`config.mk`:
```
export PLATFORM = sky130hd
export DESIGN_NAME = tdm_demux
export DESIGN_NICKNAME = d
export VERILOG_FILES = /design/src/rtl/tdm_demux.sv
export SDC_FILE = /design/constraint.sdc
export NUM_CORES = 1
export LEC_CHECK = 0
export CAP_MARGIN = 5
export CORE_MARGIN = 3
export CORE_UTILIZATION = 55
export DETAILED_ROUTE_END_ITERATION = 10
export GPL_TIMING_DRIVEN = 0
export MAX_ROUTING_LAYER = met4
export PLACE_DENSITY_LB_ADDON = 0.2
export SLEW_MARGIN = 20
export SYNTH_ARGS = -nofsm -noshare
export SYNTH_HDL_FRONTEND = slang
export SYNTH_SLANG_ARGS = --single-unit
```
`constraint.sdc`:
```
create_clock -name clk -period 2.95 [get_ports clk]
set_input_delay 0.59 -clock clk [delete_from_list [all_inputs] [get_ports clk]]
set_output_delay 0.59 -clock clk [all_outputs]
set_load 0.01 [all_outputs]
```
`src/rtl/tdm_demux.sv`:
```
// tdm_demux: receive end of a TDM stream; gathers one beat per slot and publishes whole frames.
// Ports:
//    clk        sole clock
//    rst_n      asynchronous active-low reset
//    in_valid   beat present this cycle
//    in_sof     beat is slot 0 of a new frame (qualified by in_valid)
//    in_data    channel word for the current slot
//    out_data   last complete frame, channel k at [k*WIDTH +: WIDTH]
//    out_valid  one-cycle pulse when out_data takes a new frame
//    ch_sel     slot the next non-SOF beat will fill (0 when idle)
//    busy       frame partially received
//    frame_err  one-cycle pulse on a premature SOF
module tdm_demux #(
   parameter int CHANNELS = 4,
   parameter int WIDTH    = 8
) (
   input  logic                      clk,
   input  logic                      rst_n,
   input  logic                      in_valid,
   input  logic                      in_sof,
   input  logic [WIDTH-1:0]          in_data,
   output logic [CHANNELS*WIDTH-1:0] out_data,
   output logic                      out_valid,
   output logic [$clog2(CHANNELS)-1:0] ch_sel,
   output logic                      busy,
   output logic                      frame_err
);
   localparam int CW = $clog2(CHANNELS);
   localparam logic [CW-1:0] LAST = CW'(CHANNELS - 1);
   typedef enum logic {IDLE, RECV} state_t;
   state_t state, state_nxt;
   logic [CW-1:0] cnt, cnt_nxt, wr_idx;
   logic wr, pub, err;
   logic [(CHANNELS-1)*WIDTH-1:0] stage;
   always_comb begin
      state_nxt = state;
      cnt_nxt   = cnt;
      wr        = 1'b0;
      wr_idx    = cnt;
      pub       = 1'b0;
      err       = 1'b0;
      if (in_valid) begin
         if (in_sof) begin
            // an SOF always restarts the frame; mid-frame it also flags an error
            state_nxt = RECV;
            cnt_nxt   = CW'(1);
            wr        = 1'b1;
            wr_idx    = '0;
            err       = state == RECV;
         end else if (state == RECV) begin
            if (cnt == LAST) begin
               pub       = 1'b1;
               cnt_nxt   = '0;
               state_nxt = IDLE;
            end else begin
               wr      = 1'b1;
               cnt_nxt = cnt + CW'(1);
            end
         end
      end
   end
   always_ff @(posedge clk or negedge rst_n) begin
      if (!rst_n) begin
         state     <= IDLE;
         cnt       <= '0;
         stage     <= '0;
         out_data  <= '0;
         out_valid <= 1'b0;
         frame_err <= 1'b0;
      end else begin
         state     <= state_nxt;
         cnt       <= cnt_nxt;
         out_valid <= pub;
         frame_err <= err;
         if (wr) stage[wr_idx*WIDTH +: WIDTH] <= in_data;
         // the last word goes straight to the output, bypassing staging
         if (pub) out_data <= {in_data, stage};
      end
   end
   assign ch_sel = cnt;
   assign busy   = state == RECV;
endmodule

```
==> implementation parameters, run 1 <==
Parameter                              Value

Outcome
  Result of the run    finished clean

Yosys
  Cells after synthesis    181
  Portion of netlist area occupied by mux cells    0.238
  Cell variety after synth    25
  Adder and majority cell fraction of the synthesized area    0.0236
  Average footprint of a synthesized cell    14.6 um2
  Ys Warns    0
  Number of synthesized flops with an enable pin    0
  Most frequent cells after synthesis    61 x sky130_fd_sc_hd__dfrtp_1, 41 x sky130_fd_sc_hd__mux2_2, 25 x sky130_fd_sc_hd__and3_1
  Async S/R FF share, synth    1.00
  Largest family of logic cells by synthesized area    multiplexers
  Net count after synthesis    198
  Simple-gate share of the synthesized area    0.0958
  Post-synth top area cell    sky130_fd_sc_hd__dfrtp_1
  Sequential element share of the synthesized area    0.576
  Combined area of all synthesized cells    2650 um2
  Ys flop type    sky130_fd_sc_hd__dfrtp_1
  Area fraction of the dominant cell type after synthesis    0.576
  Flip-flop and latch count after synthesis    61
  Compound-gate portion of the synthesized area    0.0345
  Xor and xnor fraction of the mapped netlist area    0
  Dominant cell by count in the synthesized netlist    sky130_fd_sc_hd__dfrtp_1
  Top area cells in the synthesized netlist    sky130_fd_sc_hd__dfrtp_1 58%, sky130_fd_sc_hd__mux2_2 17%, sky130_fd_sc_hd__mux2_1 6.4%, sky130_fd_sc_hd__and3_1 5.9%, sky130_fd_sc_hd__ha_1 2.4%

GRT
  Met2 capacity usage during global routing    0.333
  Congestion Overflow GR    0
  Routing layer with the top usage in global route    met2
  Global-route track usage on met3    0.0646
  Overall Global Routing Usage    0.208
  First-pass GRT wire length    8420 um
  Via count of the first global-routing pass    1788
  Largest net degree at the start of global routing    62
  Grt met1 use    0.251
  Antenna violations before repair    0

Clocking
  Worst-case clock buffer depth    2
  Clock latency on the worst-skew pair    330 ps
  Num Clock Sinks    61
  Number of buffers added to fix hold violations after cts    0
  Library cell used as clock root buffer    sky130_fd_sc_hd__clkbuf_8
  Clock tree from TritonCTS    yes
  Postcts setup bufs    0
  Reg clk slew, reported paths    70 ps
  PostCTS Resize Cnt    0
  H-tree depth reported by CTS    3
  Number of buffers inserted during clock tree synthesis    9

Final layout
  Syn-to-layout area delta    27.2%
  Core occupancy in the finished layout    0.749
  Number of nets in the final layout    257
  Final Non-Filler Cells    297
  Post-layout instance area    3370 um2
  Fraction of final layout cells sized beyond drive strength 1    0.302
  Antenna cell count    0

Placed design
  Placed insts    281
  Placed cell areas    3190 um2
  Routability cong.    0.830
  Post-detail-place hpwl    3690 um
  Worst Setup Slack post-DPL    -56.0 ps
  PortBufs    48

STA
  Tightest slew margin relative to the limit    0.510
  Max-slew violation count    0
  Final hold vios    0
  Peak clock frequency supported by timing    0.370 GHz
  Worst-margin pin slew    735 ps
  Final worst-path setup slack    244 ps
  Post-layout min period    2710 ps
  Final setup violation count    0
  Share of the clock period used by the worst path    0.917
  RSZ-0062 raised after global routing    no
  Worst setup skew after layout    5.76 ps

Floorplan
  Die outline width    75.4 um
  Number of cell rows    24
  Chip Height    75.4 um
  Core region area    4500 um2
  I/O Pins    49
  Starting Density    0.589
  Die Footprint    5690 um2

Power and ir drop
  Sequential Power Share    0.412
  IR Drop Worst-Case VDD    0.000503 V
  Power per unit of standard cell area    893 nW/um2
  Sw power    0.000928 W
  Power, Total    0.00301 W
  Internal power consumption    0.00208 W
  Leakage Power    1.72 nW
  Clock network fraction of design power    0.214
  Switching fraction of total power    0.308
  Fraction of power consumed by combinational cells    0.374

Flow run
  Maximum Capacitance Violations    0

Route
  Total number of vias    1633
  Vias/cell    5.50
  Initial drt markers    51
  Routed len/inst    17.2 um
  Residual DRC count    0
  Iteration count of the initial detailed-routing pass    4
  Detailed-route wire length    5110 um
  Final antenna-violating net count    0

Critical path
  CP Data Arrival Time    2970 ps
  Worst path max stage delay    530 ps
  R2r startpoint    ch_sel[0]$_DFFE_PN0P_
  Master of the slowest instance on the critical path    sky130_fd_sc_hd__clkdlybuf4s50_1
  Critical setup path kind    in -> reg
  Worst EP required    3220 ps
  Reg-to-Reg End    stage[13]$_DFFE_PN0P_
  Startpoint type of the worst setup path    primary input
  FF-to-FF path depth    7
  Highest fanout seen on the critical path    12
  Cells along the critical path    clkdlybuf4s50_1, a21bo_2, buf_6, ha_1, nor3b_2, clkbuf_1, and3_1, mux2_2
  Worst R2R Setup Slack    620 ps
  Nature of the critical path endpoint    flop

Hold path
  Worst min path class    in -> async
==> layout by cell type, fill, tap and decap left out, drive strengths merged, types with 2 or more instances in the layout <==
master / n
a21oi: 4
and3: 25
buf: 7
clkbuf: 13
clkdlybuf4s50: 47
clkinv: 3
dfrtp: 61
ha: 5
inv: 5
mux2: 56
nand2: 6
nand3: 2
o21ai: 2
==> logic make-up after synthesis <==
logic type,after synthesis
mux,56
fa+ha+maj,5
compound gates,9
simple gates,38
buf+inv,12
flops,61
==> worst max path at each step <==
stage | from | endpoint | slack (ps) | cells after the start
floorplan | in_sof | stage[12]$_DFFE_PN0P_ | 850 | 7
global placement | rst_n | out_data[12]$_DFFE_PN0P_ | -420 | 1
detailed placement | in_sof | stage[13]$_DFFE_PN0P_ | -60 | 8
CTS | in_sof | stage[13]$_DFFE_PN0P_ | 270 | 8
global route | in_sof | stage[13]$_DFFE_PN0P_ | 170 | 8
finish | in_sof | stage[13]$_DFFE_PN0P_ | 240 | 8
==> flip-flops by register name (all words and copies together), names as in the netlist <==
name       count
busy           1
ch_sel         2
frame_err      1
out_data      32
out_valid      1
stage         24
==> power by group through the flow <==
| stage | logic (W) | registers, W | clock network [W] |
|---|---|---|---|
| finish | 0.00112 | 0.00124 | 0.000645 |
| global route | 0.00121 | 0.00128 | 0.000706 |
| CTS | 0.00114 | 0.00124 | 0.000659 |
| detailed placement | 0.00113 | 0.00126 | 0 |
| global placement | 0.00109 | 0.00124 | 0 |
| floorplan | 0.000520 | 0.00132 | 0 |
==> stage by stage <==
step / TNS, ps / hold slack, ps
after floorplan: 0 / 294
after global placement: -25280 / 467
after detailed placement: -298 / 477
after CTS: 0 / 351
after global routing: 0 / 355
final: 0 / 313
==> routing by layer <==
metal / vias to the layer above / share of wire
met2: 41 / 0.50
met4: 0 / 0.013
li1: 765 / -
met1: 818 / 0.45
met3: 9 / 0.036
met5: - / 0
==> final cells by class <==
cell class	instances	area (um2)
flip-flops and latches	61	1530
plain buffers	7	65.1
clock buffers	12	155
inverters	5	21.3
well taps	52	65.1
multi-input cells	108	1040
repair buffers	48	478
clock inverters	4	22.5
fillers	280	1130
==> worst max-delay path: cells and delay by family <==
family | cells | cell delay [ps]
buffers and inverters | 3 | 1040
AND/OR/NAND/NOR | 2 | 580
AO/OA/AOI/OAI | 1 | 330
adder cells (fa/ha/maj) | 1 | 290
multiplexers | 1 | 140
No activity file was read; power rests on OpenSTA's default activity.
==> run 2, diff against run 1 <==
Settings changed: TNS_END_PERCENT set to 30.
==> results of run 2 <==
Final layout, timing and power as in run 1 (identical DEF).
==> run 3, diff against run 2 <==
Settings changed: CTS_CLUSTER_DIAMETER set to 100.
==> results of run 3 <==
Final layout, timing and power as in run 1 (identical DEF).
==> RTL change: new RTL, config.mk and constraints of run 3 <==
Put one more register stage on the output `ch_sel`. The value now appears one clock later. The other outputs are not delayed to match.
--- a/src/rtl/tdm_demux.sv
+++ b/src/rtl/tdm_demux.sv
@@ -77,7 +77,9 @@
          if (pub) out_data <= {in_data, stage};
       end
    end
-   assign ch_sel = cnt;
+   always_ff @(posedge clk) begin
+      ch_sel <= cnt;
+   end
    assign busy   = state == RECV;
 endmodule
 
Formal check against the unedited RTL: not equivalent (Yosys sat finds a counterexample within 4 cycles, from zero or initial values and one cycle with rst_n low).
==> RTL change against run 3 <==
Non-clock buffer count unchanged. Area after synthesis up 1.5%. Power increased by 3.5%. Design area rose by 1.8%. Cell count up 5.1%. Sequential cell count up 2. Critical path depth unchanged. Worst setup slack better by 0.82 ps. Routed wire length rose by 7.1%.
==> RTL change: results (changes against run 3) <==
outcome: "complete, no violations"
finalNetCount: 259  # +0.78%
grt_overflow: 0  # unchanged
grt_start_max_net_pins: 62  # unchanged
synth.distinct_cells: 26  # +4.0%
async_flop_share_pct: 96.8  # -3.2 points
rr_endpoint: "stage[18]"
cts-resized-gates: 0  # unchanged
crit_fanout: 12  # unchanged
ys_top_cells_by_count: "61 x dfrtp_1, 47 x mux2_2, 25 x and3_1, 9 x mux2_1"
top_regs: "out_data x32, stage x24"
root_buffer: "clkbuf_8"
drtPass1Iterations: 4  # unchanged
clock_skew_ps: 7.24  # +1.49 ps
cp_slowest_stage_delay_ps: 530  # about the same
synthTopCellsByArea: "dfrtp_1 57%, mux2_2 20%, and3_1 5.8%"
worst_path_max_delay_cell: "clkdlybuf4s50_1"
crit_path_start_kind: "primary input"
r2r_slack_ps: 610
port_buffers: 48  # unchanged
grt_pass1_vias: 1879  # +5.1%
avgRoutedWirePerCell_um: 17.6  # +1.9%
ys_seq_area_share_pct: 58.2  # +0.63 points
ctsHtreeMaxLevel: 3  # unchanged
clock_latency_ps: 340
grt_pass1_wl_um: 9330  # +11%
syn-num-nets: 200  # +1.0%
gp_congestion: 0.807  # -2.8%
via_per_inst: 5.46  # -0.79%
antenna_cells: 0  # unchanged
worstMarginPinSlew_ps: 747  # +12.0 ps
reg2reg_from: "cnt[0]"
final_layout_size_suffix_gt1_share_pct: 31.6  # +1.4 points
grt_usage_pct: 21.4  # +0.56 points
ir_worst_vdd_uv: 554  # +10%
cts_setup_buffers: 0  # unchanged
numCtsBuffers: 9  # unchanged
power.leakage_nw: 1.73  # +0.70%
clock_path_buffers: 2  # unchanged
clk_pin_slew_worst_paths_ps: 60
holdWs_ps: 310  # -2.63 ps
place_hpwl_um: 3740  # +1.3%
nFillCells: 294  # +5.0%
pre_cts_ws_ps: -14.6  # +41.5 ps
arrival_ps: 2990  # +20 ps
ys_warn_count: 0  # unchanged
first_iter_violations: 114  # +120%
-- RTL change: how the worst max path moves through the flow --
stage               depth (start not counted)      endpoint   start  slack (ps)
finish                                      8     stage[18]  in_sof         240
global route                                8     stage[14]  in_sof         130
CTS                                         8     stage[14]  in_sof         270
detailed placement                          8     stage[21]  in_sof         -10
global placement                            1  out_data[12]   rst_n        -430
floorplan                                   7     stage[13]  in_sof         850
-- RTL change: logic make-up (layout without fill, tap and decap cells) --
logic type	count (synthesis)	count (layout)	share of synthesized area, %
flip-flops	63	63	58.2
multiplexers	56	56	23.4
AND/OR/NAND/NOR	38	38	9.44
buffers and inverters	12	76	3.21
AO/OA/AOI/OAI	9	9	3.39
adder cells (fa/ha/maj)	5	5	2.32
-- RTL change: power by group --
group	switching (mW)	total, mW	internal [mW]
Combinational	0.489	1.13	0.640
Sequential	0.153	1.29	1.14
Clock	0.318	0.692	0.374
-- RTL change: per-layer routing --
layer / global-route usage [%] / share of wire [%] / up-vias
met1: 25.9 / 43 / 867
met3: 7.35 / 5.3 / 12
met2: 32.6 / 49 / 55
li1: - / - / 768
met4: 9.60 / 2.3 / 0
met5: - / 0 / -
-- RTL change: stage by stage --
stage / TNS (ps) / area (um^2) / cells
after global placement: -26310 / 3250 / 296
after floorplan: 0 / 2690 / 183
after CTS: 0 / 3430 / 312
after detailed placement: -102 / 3250 / 296
final: 0 / 3430 / 312
after global routing: 0 / 3430 / 312
-- RTL change: area by class of cell --
type | count | share of cell area (%)
well taps | 65 | 2.37
clock inverters | 1 | 0.146
inverters | 5 | 0.620
flip-flops and latches | 63 | 45.6
clock buffers | 15 | 5.14
plain buffers | 7 | 1.90
repair buffers | 48 | 13.9
multi-input cells | 108 | 30.3
-- RTL change: critical path, delay by kind of cell --
kind	cells	cell delay (ps)
muxes	1	140
buffers and inverters	3	1040
adders and majority gates	1	290
and+or+nand+nor	2	580
AOI/OAI and AO/OA	1	330
